## src/rtl/riscv_pkg.sv

```systemverilog
// Shared fetch-stage definitions.
//   XLEN          : datapath width
//   NOP_INSTR     : addi x0,x0,0, presented to decode when nothing is queued
//   fetch_entry_t : one queued fetch result, {pc, instr}
package riscv_pkg;

  localparam int XLEN = 32;
  localparam logic [XLEN-1:0] NOP_INSTR = 32'h0000_0013;

  typedef struct packed {
    logic [XLEN-1:0] pc;
    logic [XLEN-1:0] instr;
  } fetch_entry_t;

endpackage

```

## src/rtl/fetch_fifo.sv

```systemverilog
// DEPTH-entry queue of fetch_entry_t between the fetch PC logic and decode.
//   clk, rst   : clock, synchronous active-high reset (empties the queue)
//   push       : write push_data at the tail (ignored when full without a pop)
//   push_data  : entry to write
//   pop        : drop the head entry (ignored when empty)
//   flush      : discard every entry; wins over push
//   full/empty : occupancy flags
//   head       : oldest entry, read from registered storage only
module fetch_fifo
  import riscv_pkg::*;
#(
  parameter int DEPTH = 2
) (
  input  logic         clk,
  input  logic         rst,
  input  logic         push,
  input  fetch_entry_t push_data,
  input  logic         pop,
  input  logic         flush,
  output logic         full,
  output logic         empty,
  output fetch_entry_t head
);

  localparam int PW = (DEPTH > 1) ? $clog2(DEPTH) : 1;
  localparam int CW = $clog2(DEPTH) + 1;

  logic [PW-1:0] wr_ptr_q, wr_ptr_d;
  logic [PW-1:0] rd_ptr_q, rd_ptr_d;
  logic [CW-1:0] count_q, count_d;
  logic          do_push, do_pop;

  fetch_entry_t  mem_q [DEPTH];

  assign full  = (count_q == CW'(DEPTH));
  assign empty = (count_q == '0);
  assign head  = mem_q[rd_ptr_q];

  always_comb begin
    do_pop   = pop & ~empty;
    // A pop in the same cycle frees the slot, so push-while-full is allowed then.
    do_push  = push & (~full | do_pop);
    wr_ptr_d = wr_ptr_q;
    rd_ptr_d = rd_ptr_q;
    count_d  = count_q;
    if (flush) begin
      wr_ptr_d = '0;
      rd_ptr_d = '0;
      count_d  = '0;
    end else begin
      // DEPTH is a power of two, so the pointers wrap naturally.
      if (do_push) wr_ptr_d = wr_ptr_q + 1'b1;
      if (do_pop)  rd_ptr_d = rd_ptr_q + 1'b1;
      count_d = count_q + CW'(do_push) - CW'(do_pop);
    end
  end

  always_ff @(posedge clk) begin
    if (rst) begin
      wr_ptr_q <= '0;
      rd_ptr_q <= '0;
      count_q  <= '0;
    end else begin
      wr_ptr_q <= wr_ptr_d;
      rd_ptr_q <= rd_ptr_d;
      count_q  <= count_d;
    end
  end

  // Storage needs no reset: slots are only observed while counted as valid.
  always_ff @(posedge clk) begin
    if (do_push && !flush) begin
      mem_q[wr_ptr_q] <= push_data;
    end
  end

endmodule

```

## src/rtl/fetch_unit.sv

```systemverilog
// Instruction-fetch stage: owns the PC, addresses the instruction ROM, and queues
// {pc, instr} pairs for decode behind a valid/ready handshake.
//   clk, rst        : clock, synchronous active-high reset
//   imem_addr       : ROM byte address, equal to the PC register
//   imem_rdata      : ROM word for imem_addr, same cycle
//   redirect_valid  : redirect_pc is taken this cycle (flushes the queue)
//   redirect_pc     : redirect target; a misaligned target raises fetch_fault
//   out_valid/ready : handshake toward decode
//   out_instr/pc    : head entry (NOP / 0 when empty)
//   out_pc_plus4    : head PC + 4, 32-bit wrap
//   fetch_fault     : sticky misaligned-redirect flag; fetch stops until reset
module fetch_unit
  import riscv_pkg::*;
#(
  parameter logic [31:0] RESET_PC = 32'h0000_0000,
  parameter int          DEPTH    = 2
) (
  input  logic        clk,
  input  logic        rst,
  output logic [31:0] imem_addr,
  input  logic [31:0] imem_rdata,
  input  logic        redirect_valid,
  input  logic [31:0] redirect_pc,
  output logic        out_valid,
  input  logic        out_ready,
  output logic [31:0] out_instr,
  output logic [31:0] out_pc,
  output logic [31:0] out_pc_plus4,
  output logic        fetch_fault
);

  logic [31:0]  pc_q, pc_d;
  logic         fault_q, fault_d;
  logic         fifo_full, fifo_empty;
  fetch_entry_t fifo_head, push_entry;
  logic         deq, enq, redirect_take;

  assign imem_addr   = pc_q;
  assign fetch_fault = fault_q;

  // Outputs come only from queue state, never from out_ready or redirect inputs.
  assign out_valid    = ~fifo_empty;
  assign out_instr    = fifo_empty ? NOP_INSTR : fifo_head.instr;
  assign out_pc       = fifo_empty ? 32'h0 : fifo_head.pc;
  assign out_pc_plus4 = out_pc + 32'd4;

  assign push_entry = '{pc: pc_q, instr: imem_rdata};

  always_comb begin
    deq           = out_valid & out_ready;
    // Once faulted, redirects are ignored so the halted PC stays put.
    redirect_take = redirect_valid & ~fault_q;
    enq           = ~redirect_valid & ~fault_q & (~fifo_full | deq);
    pc_d          = pc_q;
    fault_d       = fault_q;
    if (redirect_take) begin
      if (redirect_pc[1:0] == 2'b00) begin
        pc_d = redirect_pc;
      end else begin
        fault_d = 1'b1;
      end
    end else if (enq) begin
      pc_d = pc_q + 32'd4;
    end
  end

  always_ff @(posedge clk) begin
    if (rst) begin
      pc_q    <= RESET_PC;
      fault_q <= 1'b0;
    end else begin
      pc_q    <= pc_d;
      fault_q <= fault_d;
    end
  end

  // A same-cycle dequeue still completes: decode already consumed that head.
  fetch_fifo #(
    .DEPTH(DEPTH)
  ) u_fifo (
    .clk      (clk),
    .rst      (rst),
    .push     (enq),
    .push_data(push_entry),
    .pop      (deq),
    .flush    (redirect_take),
    .full     (fifo_full),
    .empty    (fifo_empty),
    .head     (fifo_head)
  );

endmodule

```

## config.mk

```make
export PLATFORM = sky130hd
export DESIGN_NAME = fetch_unit
export DESIGN_NICKNAME = d
export VERILOG_FILES = /design/src/rtl/riscv_pkg.sv /design/src/rtl/fetch_fifo.sv /design/src/rtl/fetch_unit.sv
export SDC_FILE = /design/constraint.sdc
export NUM_CORES = 1
export LEC_CHECK = 0
export CELL_PAD_IN_SITES_DETAIL_PLACEMENT = 1
export CELL_PAD_IN_SITES_GLOBAL_PLACEMENT = 1
export CORE_ASPECT_RATIO = 0.6
export CORE_UTILIZATION = 50
export DETAILED_ROUTE_END_ITERATION = 12
export DONT_BUFFER_PORTS = 1
export PLACE_DENSITY_LB_ADDON = 0.1
export SLEW_MARGIN = 20
export SYNTH_ARGS = -nofsm -noshare
export SYNTH_HDL_FRONTEND = slang
export SYNTH_SLANG_ARGS = --single-unit
```

## constraint.sdc

```tcl
create_clock -name clk -period 6.2 [get_ports clk]
set_input_delay 1.55 -clock clk [delete_from_list [all_inputs] [get_ports clk]]
set_output_delay 1.55 -clock clk [all_outputs]
set_load 0.1 [all_outputs]
```

==> results of run 1 <==
synthesized netlist by cell type, drive strengths merged, types with 3 or more instances:
library cell	instances
or4	3
or2	3
clkbuf	16
xor2	20
nor3	20
mux2i	64
edfxtp	128
inv	8
buf	24
nor4b	3
nand2	51
o22ai	5
nor2	97
nor4	13
a21oi	26
o31ai	6
ha	3
nand3b	5
a211oi	15
and2	7
nand2b	3
xnor2	12
a22oi	5
nand3	20
nand4	12
o21ai	24
dfxtp	38
or3	5
nor3b	5
and4	5
layer usage:
| layer | global-route usage | routed length (um) | vias to the layer above |
|---|---|---|---|
| met3 | 0.07534 | 1699 | 27 |
| met4 | 0.07336 | 254 | 0 |
| met5 | 0 | 0 | - |
| met2 | 0.4472 | 10530 | 213 |
| li1 | - | - | 2630 |
| met1 | 0.3868 | 9803 | 2892 |
sequential cells by signal, indices dropped and copies added, names as in the netlist, named ones only:
name,flops
fetch_fault,1
imem_addr,32
u_fifo.count_q,2
u_fifo.mem_q,128
u_fifo.rd_ptr_q,1
u_fifo.wr_ptr_q,1
report_power, final:
group / total (uW) / switching (uW) / internal (uW) / leakage, uW
clock network: 1060 / 487 / 575 / 0.000281
registers: 1330 / 57.9 / 1270 / 0.00151
logic: 1060 / 878 / 180 / 0.00144
total: 3450 / 1420 / 2030 / 0.00324
worst max-delay path: stages (launching register included):
cell,delay [ps]
dfxtp_4,480
buf_4,810
mux2i_1,210
nor2_2,120
buf_4,330
nand4_2,370
nor4_1,720
xor2_2,250
buf_12,200
through the flow:
step | utilization | worst slack (ps) | std cells | cell area, sq um
after floorplan | - | 58.09 | 677 | 7856
after global placement | 0.5855 | 1445 | 926 | 8974
after detailed placement | 0.5881 | 1088 | 928 | 9014
after CTS | 0.6267 | 614.7 | 960 | 9605
after global routing | 0.6284 | 405.9 | 960 | 9632
final | 0.6284 | 690.4 | 960 | 9632
worst min-delay path by stage:
stage | endpoint | cells past startpoint | startpoint | slack, ps
2_1_floorplan | register | 2 | u_fifo.rd_ptr_q | 520
3_3_place_gp | u_fifo.mem_q[1][46] | 0 | imem_addr[14] | 500
3_5_place_dp | u_fifo.mem_q[0][46] | 0 | imem_addr[14] | 510
4_1_cts | u_fifo.mem_q[0][46] | 0 | imem_addr[14] | 520
5_1_grt | u_fifo.mem_q[0][46] | 0 | imem_addr[14] | 530
6_report | u_fifo.mem_q[0][46] | 0 | imem_addr[14] | 540
cell families after synthesis:
logic type / Yosys count / synth area share
buffers and inverters: 48 / 0.02950
multiplexers: 65 / 0.08307
adder cells (fa/ha/maj): 3 / 0.004784
AO/OA/AOI/OAI: 104 / 0.09136
AND/OR/NAND/NOR: 259 / 0.1689
flip-flops: 166 / 0.5867
XOR/XNOR: 32 / 0.03571
area by class of cell:
class / count / area [sq um] / area share
Clock buffer: 18 / 429.2 / 0.04456
Clock inverter: 14 / 162.7 / 0.01689
Inverter: 8 / 30.03 / 0.003118
Multi-Input combinational cell: 463 / 3435 / 0.3566
Tap cell: 203 / 254.0 / 0.02637
Timing Repair Buffer: 88 / 710.7 / 0.07379
Sequential cell: 166 / 4611 / 0.4787
==> flow_metrics.py, run 1 <==
metrics = {
    "floorplan": {
        "rows": 35,
        "dieArea_sq_um": 16220,
        "die_y_um": 99.04,
        "io_pins": 198,
        "die_w_um": 163.7,
        "start_util": 0.5120,
        "coreArea_sq_um": 15330,
    },
    "yosys": {
        "synth_warnings": 0,
        "synth_area_sq_um": 7848,
        "ys_seq_area_frac": 0.5867,
        "yosys.area.top_type": "edfxtp_1",
        "ys_async_sr_fraction": 0,
        "yosysTopAreaCellShare": 0.4898,
        "synthesis.nets": 748,
        "postSynthCellCount": 677,
        "netlist_top_cells_area": "edfxtp_1, dfxtp_1, mux2i_1",
        "ys_ff_latch": 166,
        "ys_types": 68,
        "ys_dominant_reg_cell": "edfxtp_1",
        "synth_edf_count": 128,
        "avgSynthCellArea_sq_um": 11.59,
    },
    "global_route": {
        "grt_overflow": 0,
        "track_usage": 0.2827,
        "antenna_found_initial": 0,
        "grt_max_degree": 65,
        "grt_pass1_vias": 5963,
        "grt_pass1_wl_um": 34090,
    },
    "detailed_routing": {
        "post-route-drc-count": 0,
        "via_count": 5762,
        "routed_wl_um": 22290,
        "wl_per_cell_um": 23.22,
        "drtIter0Drc": 370,
        "viasPerCell": 6.002,
        "first_pass_iters": 4,
        "ant_nets": 0,
    },
    "timing": {
        "fin_setup_tns_ps": 0,
        "finalClockSkew_ps": 14.61,
        "setup_viol": 0,
        "whs_ps": 536.7,
        "relSlewSlack": 0.2057,
        "fin_crit_sh": 0.8887,
        "rsz0062_at_grt": "false",
        "fmax_mhz": 181.5,
        "fin_crit_ps": 5510,
        "finalHoldViolations": 0,
        "drv_slew": 0,
        "tightest_slew_ps": 1190,
    },
    "finish": {
        "final_cell_mix": "edfxtp_1, buf_4, mux2i_1, nor2_2, nand2_1",
        "filler_cell_count": 1519,
        "final_nets": 815,
        "final_common_cell": "edfxtp_1",
        "syn_to_final_growth_pct": 22.74,
        "drive_above_1_share": 0.3197,
        "antennaDiodeCount": 0,
    },
    "clock_tree": {
        "cts_resized": 0,
        "cts_htree_levels": 4,
        "cts_buffers": 17,
        "clockBufferDepth": 2,
        "cts_num_sinks": 166,
        "cts_tree": "done",
        "cts_hold_buffers": 0,
        "cts_setup_buffers": 0,
        "cts_root_buffer": "clkbuf_16",
        "clk_latency_ps": 430,
        "clk_pin_slew_ps": 80,
    },
    "min_path": {
        "min_path_type": "register to register",
    },
    "critical_path": {
        "start_kind": "register",
        "cp-end-kind": "primary output",
        "critPathKind": "register to primary output",
        "r2r-end": "u_fifo.mem_q[0][9]",
        "reg2reg_slack_ps": 3090,
        "reg2regPathDepth": 4,
        "r2r-start": "fetch_fault",
        "path_max_fanout": 64,
        "cp_data_arrival_time_ps": 3960,
        "required_ps": 4650,
        "crit_end": "out_pc_plus4[20]",
    },
    "place": {
        "io_buffer_count": 0,
        "post-dp-hpwl_um": 15750,
        "gp_congestion": 0.8651,
    },
    "power": {
        "finalPower_uw": 3449,
        "p_per_area_nw_per_um2": 358.1,
        "p_leak_uw": 0.003236,
        "ir_drop_mv": 0.1888,
    },
    "status": {
        "outcome": "complete, no violations",
    },
    "run": {
        "cap_violations": 0,
    },
}
Note: power is estimated with default switching activity, not from simulation.
==> run 2: changes to the inputs <==
Settings changed: CTS_CLUSTER_SIZE from default to 14.
==> results of run 2 <==
The final DEF is identical to that of run 1; final timing and power are the same.
==> run 3: changes to the inputs <==
Settings changed: HOLD_SLACK_MARGIN from default to 0.05.
==> results of run 3 <==
The final DEF is identical to that of run 1; final timing and power are the same.
